$ cat config.mk
export PLATFORM = sky130hd
export DESIGN_NAME = dmem_arbiter
export DESIGN_NICKNAME = d
export VERILOG_FILES = /design/src/rtl/dmem_arbiter.sv
export SDC_FILE = /design/constraint.sdc
export NUM_CORES = 1
export LEC_CHECK = 0
export ABC_AREA = 1
export CAP_MARGIN = 10
export CORE_MARGIN = 10
export CORE_UTILIZATION = 35
export DETAILED_ROUTE_END_ITERATION = 10
export PLACE_DENSITY = 0.82
export REMOVE_ABC_BUFFERS = 1
export SLEW_MARGIN = 10
export SYNTH_ARGS = -nofsm -noshare
export SYNTH_HDL_FRONTEND = slang
export SYNTH_SLANG_ARGS = --single-unit
export TNS_END_PERCENT = 30
$ cat constraint.sdc
create_clock -name clk -period 1.7 [get_ports clk]
set_input_delay 0.17 -clock clk [delete_from_list [all_inputs] [get_ports clk]]
set_output_delay 0.17 -clock clk [all_outputs]
set_load 0.01 [all_outputs]
$ cat src/rtl/dmem_arbiter.sv
// dmem_arbiter: shares the data memory between the core MEM stage and a debug burst port.
module dmem_arbiter #(
  parameter int DM_ADDRESS = 9,
  parameter int DATA_W     = 32,
  parameter int LEN_W      = 4,
  parameter int MAX_WAIT   = 3
) (
  input  logic                  clk,
  input  logic                  reset,
  input  logic                  core_rd,
  input  logic                  core_wr,
  input  logic [DM_ADDRESS-1:0] core_addr,
  input  logic [DATA_W-1:0]     core_wdata,
  input  logic [2:0]            core_funct3,
  output logic                  core_stall,
  input  logic                  dbg_req,
  input  logic                  dbg_we,
  input  logic [DM_ADDRESS-1:0] dbg_addr,
  input  logic [LEN_W-1:0]      dbg_len,
  output logic                  dbg_ready,
  input  logic [DATA_W-1:0]     dbg_wdata,
  output logic                  dbg_beat,
  output logic                  dbg_rvalid,
  output logic [DATA_W-1:0]     dbg_rdata,
  output logic                  dbg_done,
  output logic                  mem_rd,
  output logic                  mem_wr,
  output logic [DM_ADDRESS-1:0] mem_addr,
  output logic [DATA_W-1:0]     mem_wdata,
  output logic [2:0]            mem_funct3,
  input  logic [DATA_W-1:0]     mem_rdata
);
  localparam int WW = MAX_WAIT > 0 ? $clog2(MAX_WAIT + 1) : 1;
  localparam logic [WW-1:0] MAXW = WW'(MAX_WAIT);
  typedef enum logic {IDLE, BURST} state_t;
  state_t                state_q, state_d;
  logic                  we_q, we_d;
  logic [LEN_W-1:0]      cnt_q, cnt_d;
  logic [DM_ADDRESS-1:0] addr_q, addr_d;
  logic [WW-1:0]         wait_q, wait_d;
  logic                  rvalid_q, rvalid_d;
  logic                  done_q, done_d;
  logic [DATA_W-1:0]     rdata_q, rdata_d;
  logic                  core_acc, core_win, beat;
  always_comb begin
    core_acc   = core_rd | core_wr;
    core_win   = core_acc && (wait_q < MAXW);
    beat       = (state_q == BURST) && !core_win;
    mem_rd     = beat ? ~we_q : core_rd;
    mem_wr     = beat ? we_q : core_wr;
    mem_addr   = beat ? addr_q : core_addr;
    mem_wdata  = beat ? dbg_wdata : core_wdata;
    mem_funct3 = beat ? 3'b010 : core_funct3;
    core_stall = beat & core_acc;
    dbg_beat   = beat;
    dbg_ready  = state_q == IDLE;
    state_d    = state_q;
    we_d       = we_q;
    cnt_d      = cnt_q;
    addr_d     = addr_q;
    wait_d     = wait_q;
    rvalid_d   = beat & ~we_q;
    rdata_d    = rvalid_d ? mem_rdata : rdata_q;
    done_d     = beat && cnt_q == '0;
    if (state_q == IDLE && dbg_req) begin
      state_d = BURST;
      we_d    = dbg_we;
      cnt_d   = dbg_len;
      addr_d  = {dbg_addr[DM_ADDRESS-1:2], 2'b00};
      wait_d  = '0;
    end else if (beat) begin
      addr_d  = addr_q + DM_ADDRESS'(4);
      cnt_d   = cnt_q - LEN_W'(1);
      wait_d  = '0;
      state_d = cnt_q == '0 ? IDLE : BURST;
    end else if (state_q == BURST) begin
      wait_d  = wait_q + WW'(1);
    end
  end
  always_ff @(posedge clk or negedge reset) begin
    if (!reset) begin
      state_q  <= IDLE;
      we_q     <= 1'b0;
      cnt_q    <= '0;
      addr_q   <= '0;
      wait_q   <= '0;
      rvalid_q <= 1'b0;
      done_q   <= 1'b0;
      rdata_q  <= '0;
    end else begin
      state_q  <= state_d;
      we_q     <= we_d;
      cnt_q    <= cnt_d;
      addr_q   <= addr_d;
      wait_q   <= wait_d;
      rvalid_q <= rvalid_d;
      done_q   <= done_d;
      rdata_q  <= rdata_d;
    end
  end
  assign dbg_rvalid = rvalid_q;
  assign dbg_done   = done_q;
  assign dbg_rdata  = rdata_q;
endmodule

==> flow_metrics.py <==
metrics = {
    "yosys": {
        "yosysSeqAreaShare_pct": 43.0,
        "synth.avg_cell_area_um2": 7.06,
        "ys_seq_elements": 49,
        "synth_cell_types": 25,
        "syn_inst": 404,
        "synthMuxAreaShare_pct": 0,
        "synth_top_cell_by_area": "dfrtp_1",
        "synth_compound_area_share_pct": 11.3,
        "yosys_warnings": 0,
        "synthXorXnorAreaFrac_pct": 0.307,
        "synthAdderAreaFrac_pct": 1.76,
        "synth_top_area_share_pct": 43.0,
        "yosys-top-cells-area": "dfrtp_1 43%, nand2_1 28%, o21ai_0 4.7%",
        "synth_area_um2": 2850,
        "synth_top_family_by_area": "simple AND/OR/NAND/NOR gates",
        "yosys.area_share.simple_pct": 35.2,
    },
    "power_and_ir_drop": {
        "total_power_mw": 8.41,
        "p_leak_nw": 2.76,
        "p_per_area_nw_per_um2": 1500,
        "vdd_drop_max_mv": 0.738,
    },
    "placement": {
        "placed_cells": 709,
        "gp_congestion": 0.897,
        "post-dp-hpwl_mm": 10.4,
        "portBuffers": 207,
        "dpl_cell_area_um2": 5080,
    },
    "setup_path": {
        "crit_path_end_kind": "primary output",
        "reg2reg_depth": 11,
        "start_kind": "flop",
        "r2r-start": "wait_q[0]",
        "crit_arrival_ns": 1.76,
        "crit_type": "reg -> out",
        "r2r_setup_slack_ns": 0.03,
        "worst_r2r_endpoint": "addr_q[7]",
        "crit_fanout": 10,
        "required_ns": 1.53,
    },
    "clock_network": {
        "clockBufferDepth": 2,
        "root_buffer": "clkbuf_8",
        "cts_buffers": 5,
        "cts_tree": "built",
        "htree_levels": 2,
        "clock_sinks": 49,
        "worstSkewPairLatency_ns": 0.29,
        "clk_pin_slew_worst_paths_ns": 0.09,
    },
    "route": {
        "wl_mm": 14.1,
        "initialDrtViolationCount": 136,
        "vias_per_cell": 4.85,
        "route.detailed.drc": 0,
        "ant_nets": 0,
        "post_drt_wl_per_cell_um": 19.2,
        "dr.pass1.iters": 4,
        "vias": 3562,
    },
    "timing": {
        "fin_crit_ns": 1.93,
        "setup_viol": 48,
        "final-hold-violation-count": 0,
        "timing.fmax_ghz": 0.518,
        "period_share_pct": 114,
        "slew_headroom_pct": 61.6,
        "worst_slew_pin_slew_ns": 0.577,
        "timing.final.max_slew_violations": 0,
        "layout_setup_ws_ns": -0.230,
        "clock_skew_ns": 0.00993,
        "rsz0062_at_grt": "yes",
    },
    "min_path": {
        "hp-class": "in -> async",
    },
    "final_layout": {
        "antennaDiodeCount": 0,
        "nets": 762,
        "drive_gt1_share_pct": 26.4,
        "final_common_cell": "nand2_1",
        "multi_input_area_um2": 1560,
        "most-common-layout-cells": "171 x nand2_1, 158 x clkdlybuf4s50_1, 49 x dfrtp_1, 39 x nand2_2, 27 x o21ai_0",
        "final_cells": 734,
        "fin_area_um2": 5600,
        "seq_area_um2": 1230,
        "nFillCells": 651,
        "areaGrowthSynthToFinish_pct": 96.4,
    },
    "floorplanning": {
        "start_util_pct": 36.5,
        "rows": 32,
        "die_y_um": 110,
        "dieArea_um2": 12200,
        "design.core.area_um2": 7810,
        "fp.dieW_um": 110,
        "pin_count": 210,
    },
    "grt": {
        "grt_start_max_net_pins": 34,
        "antenna_found_initial": 0,
        "grt_pass1_wl_mm": 20.4,
        "grt_pass1_vias": 3732,
        "grt_usage_pct": 21.2,
        "grt-ovfl-total": 0,
    },
    "job": {
        "cap_violations": 0,
    },
    "run_status": {
        "violations": "negative setup slack",
        "status": "finished, violations left",
    },
}
## routing by layer
metal	GRT usage, %	vias to the layer above	part of all wire, %
met4	3.67	0	1.7
met5	0	-	0
met2	40.3	159	53
li1	-	1702	-
met3	3.66	14	7.8
met1	24.4	1687	37
## per-stage QoR
stage	setup WS [ns]	TNS [ns]	utilization, %	hold WS (ns)
2_1_floorplan	-0.482	-12.84	-	-0.126
5_1_grt	-0.305	-11.79	71.7	0.416
3_5_place_dp	-0.388	-15.38	65.1	0.190
4_1_cts	-0.198	-7.57	68.5	0.395
6_report	-0.230	-7.88	71.7	0.396
3_3_place_gp	-0.334	-13.26	65.1	0.184
## cell type report
| type | instances | area share, % |
|---|---|---|
| flip-flops and latches | 49 | 21.9 |
| inverters | 26 | 1.88 |
| multi-input cells | 308 | 27.9 |
| repair buffers | 241 | 44.3 |
| clock inverters | 2 | 0.246 |
| well taps | 102 | 2.28 |
| clock buffers | 6 | 1.48 |
## logic make-up after synthesis
family	after synthesis
AOI/OAI and AO/OA	51
xor gates and xnor gates	1
adders and majority gates	4
buffers and inverters	47
DFF	49
and+or+nand+nor	252
## power breakdown
group	internal (mW)	switching, mW	leakage [nW]	total (mW)
registers	1.71	0.360	0.606	2.07
logic	2.84	2.79	2.11	5.63
clock network	0.330	0.375	0.0512	0.706
## worst max path at each step
stage | startpoint | end | slack [ns] | cells past startpoint
after CTS | wait_q[1] | mem_wdata[12] | -0.20 | 9
after floorplan | wait_q[0] | mem_funct3[1] | -0.48 | 6
final | wait_q[0] | mem_wdata[10] | -0.23 | 10
after global placement | core_wr | mem_wdata[15] | -0.33 | 11
after global routing | wait_q[0] | mem_wdata[10] | -0.31 | 10
after detailed placement | core_wr | mem_wdata[0] | -0.39 | 11
## critical path: stages, from the launching register on
cell and delay, ns:
dfrtp_1 0.40, ha_2 0.19, inv_2 0.06, nand2_2 0.06, nand2_4 0.14, inv_8 0.06, buf_12 0.14, buf_12 0.13
nand2_1 0.07, nand2_1 0.08, buf_6 0.13
## sequential cells by signal, summed over array words and instances (netlist names)
signal and count:
we_q 1, wait_q 2, state_q 1, addr_q 7, cnt_q 4, dbg_rdata 32
dbg_rvalid 1, dbg_done 1
## repair_timing
action,4_1_cts,5_1_grt
resized for setup,240,57
setup endpoints to repair,48,53
gates cloned,6,1
hold buffers,1,0
pin swaps,5,13
hold endpoints to repair,22,0
buffers inserted,7,2
## synth_stat cells
| master | count |
|---|---|
| a21oi_1 | 2 |
| buf_2 | 8 |
| buf_4 | 4 |
| buf_6 | 5 |
| clkbuf_1 | 4 |
| dfrtp_1 | 49 |
| ha_1 | 4 |
| inv_1 | 22 |
| inv_2 | 4 |
| nand2_1 | 214 |
| nand2_2 | 2 |
| nand2_4 | 1 |
| nand3_1 | 15 |
| nand4_1 | 1 |
| nor2_1 | 15 |
| nor2_2 | 1 |
| nor2_8 | 1 |
| o211ai_2 | 2 |
| o21ai_0 | 27 |
| o21ai_1 | 6 |
| o21ai_2 | 10 |
| o21bai_1 | 3 |
| o22ai_2 | 1 |
| or2_2 | 2 |
| xnor2_1 | 1 |
Power figures use the tool's default switching activity.
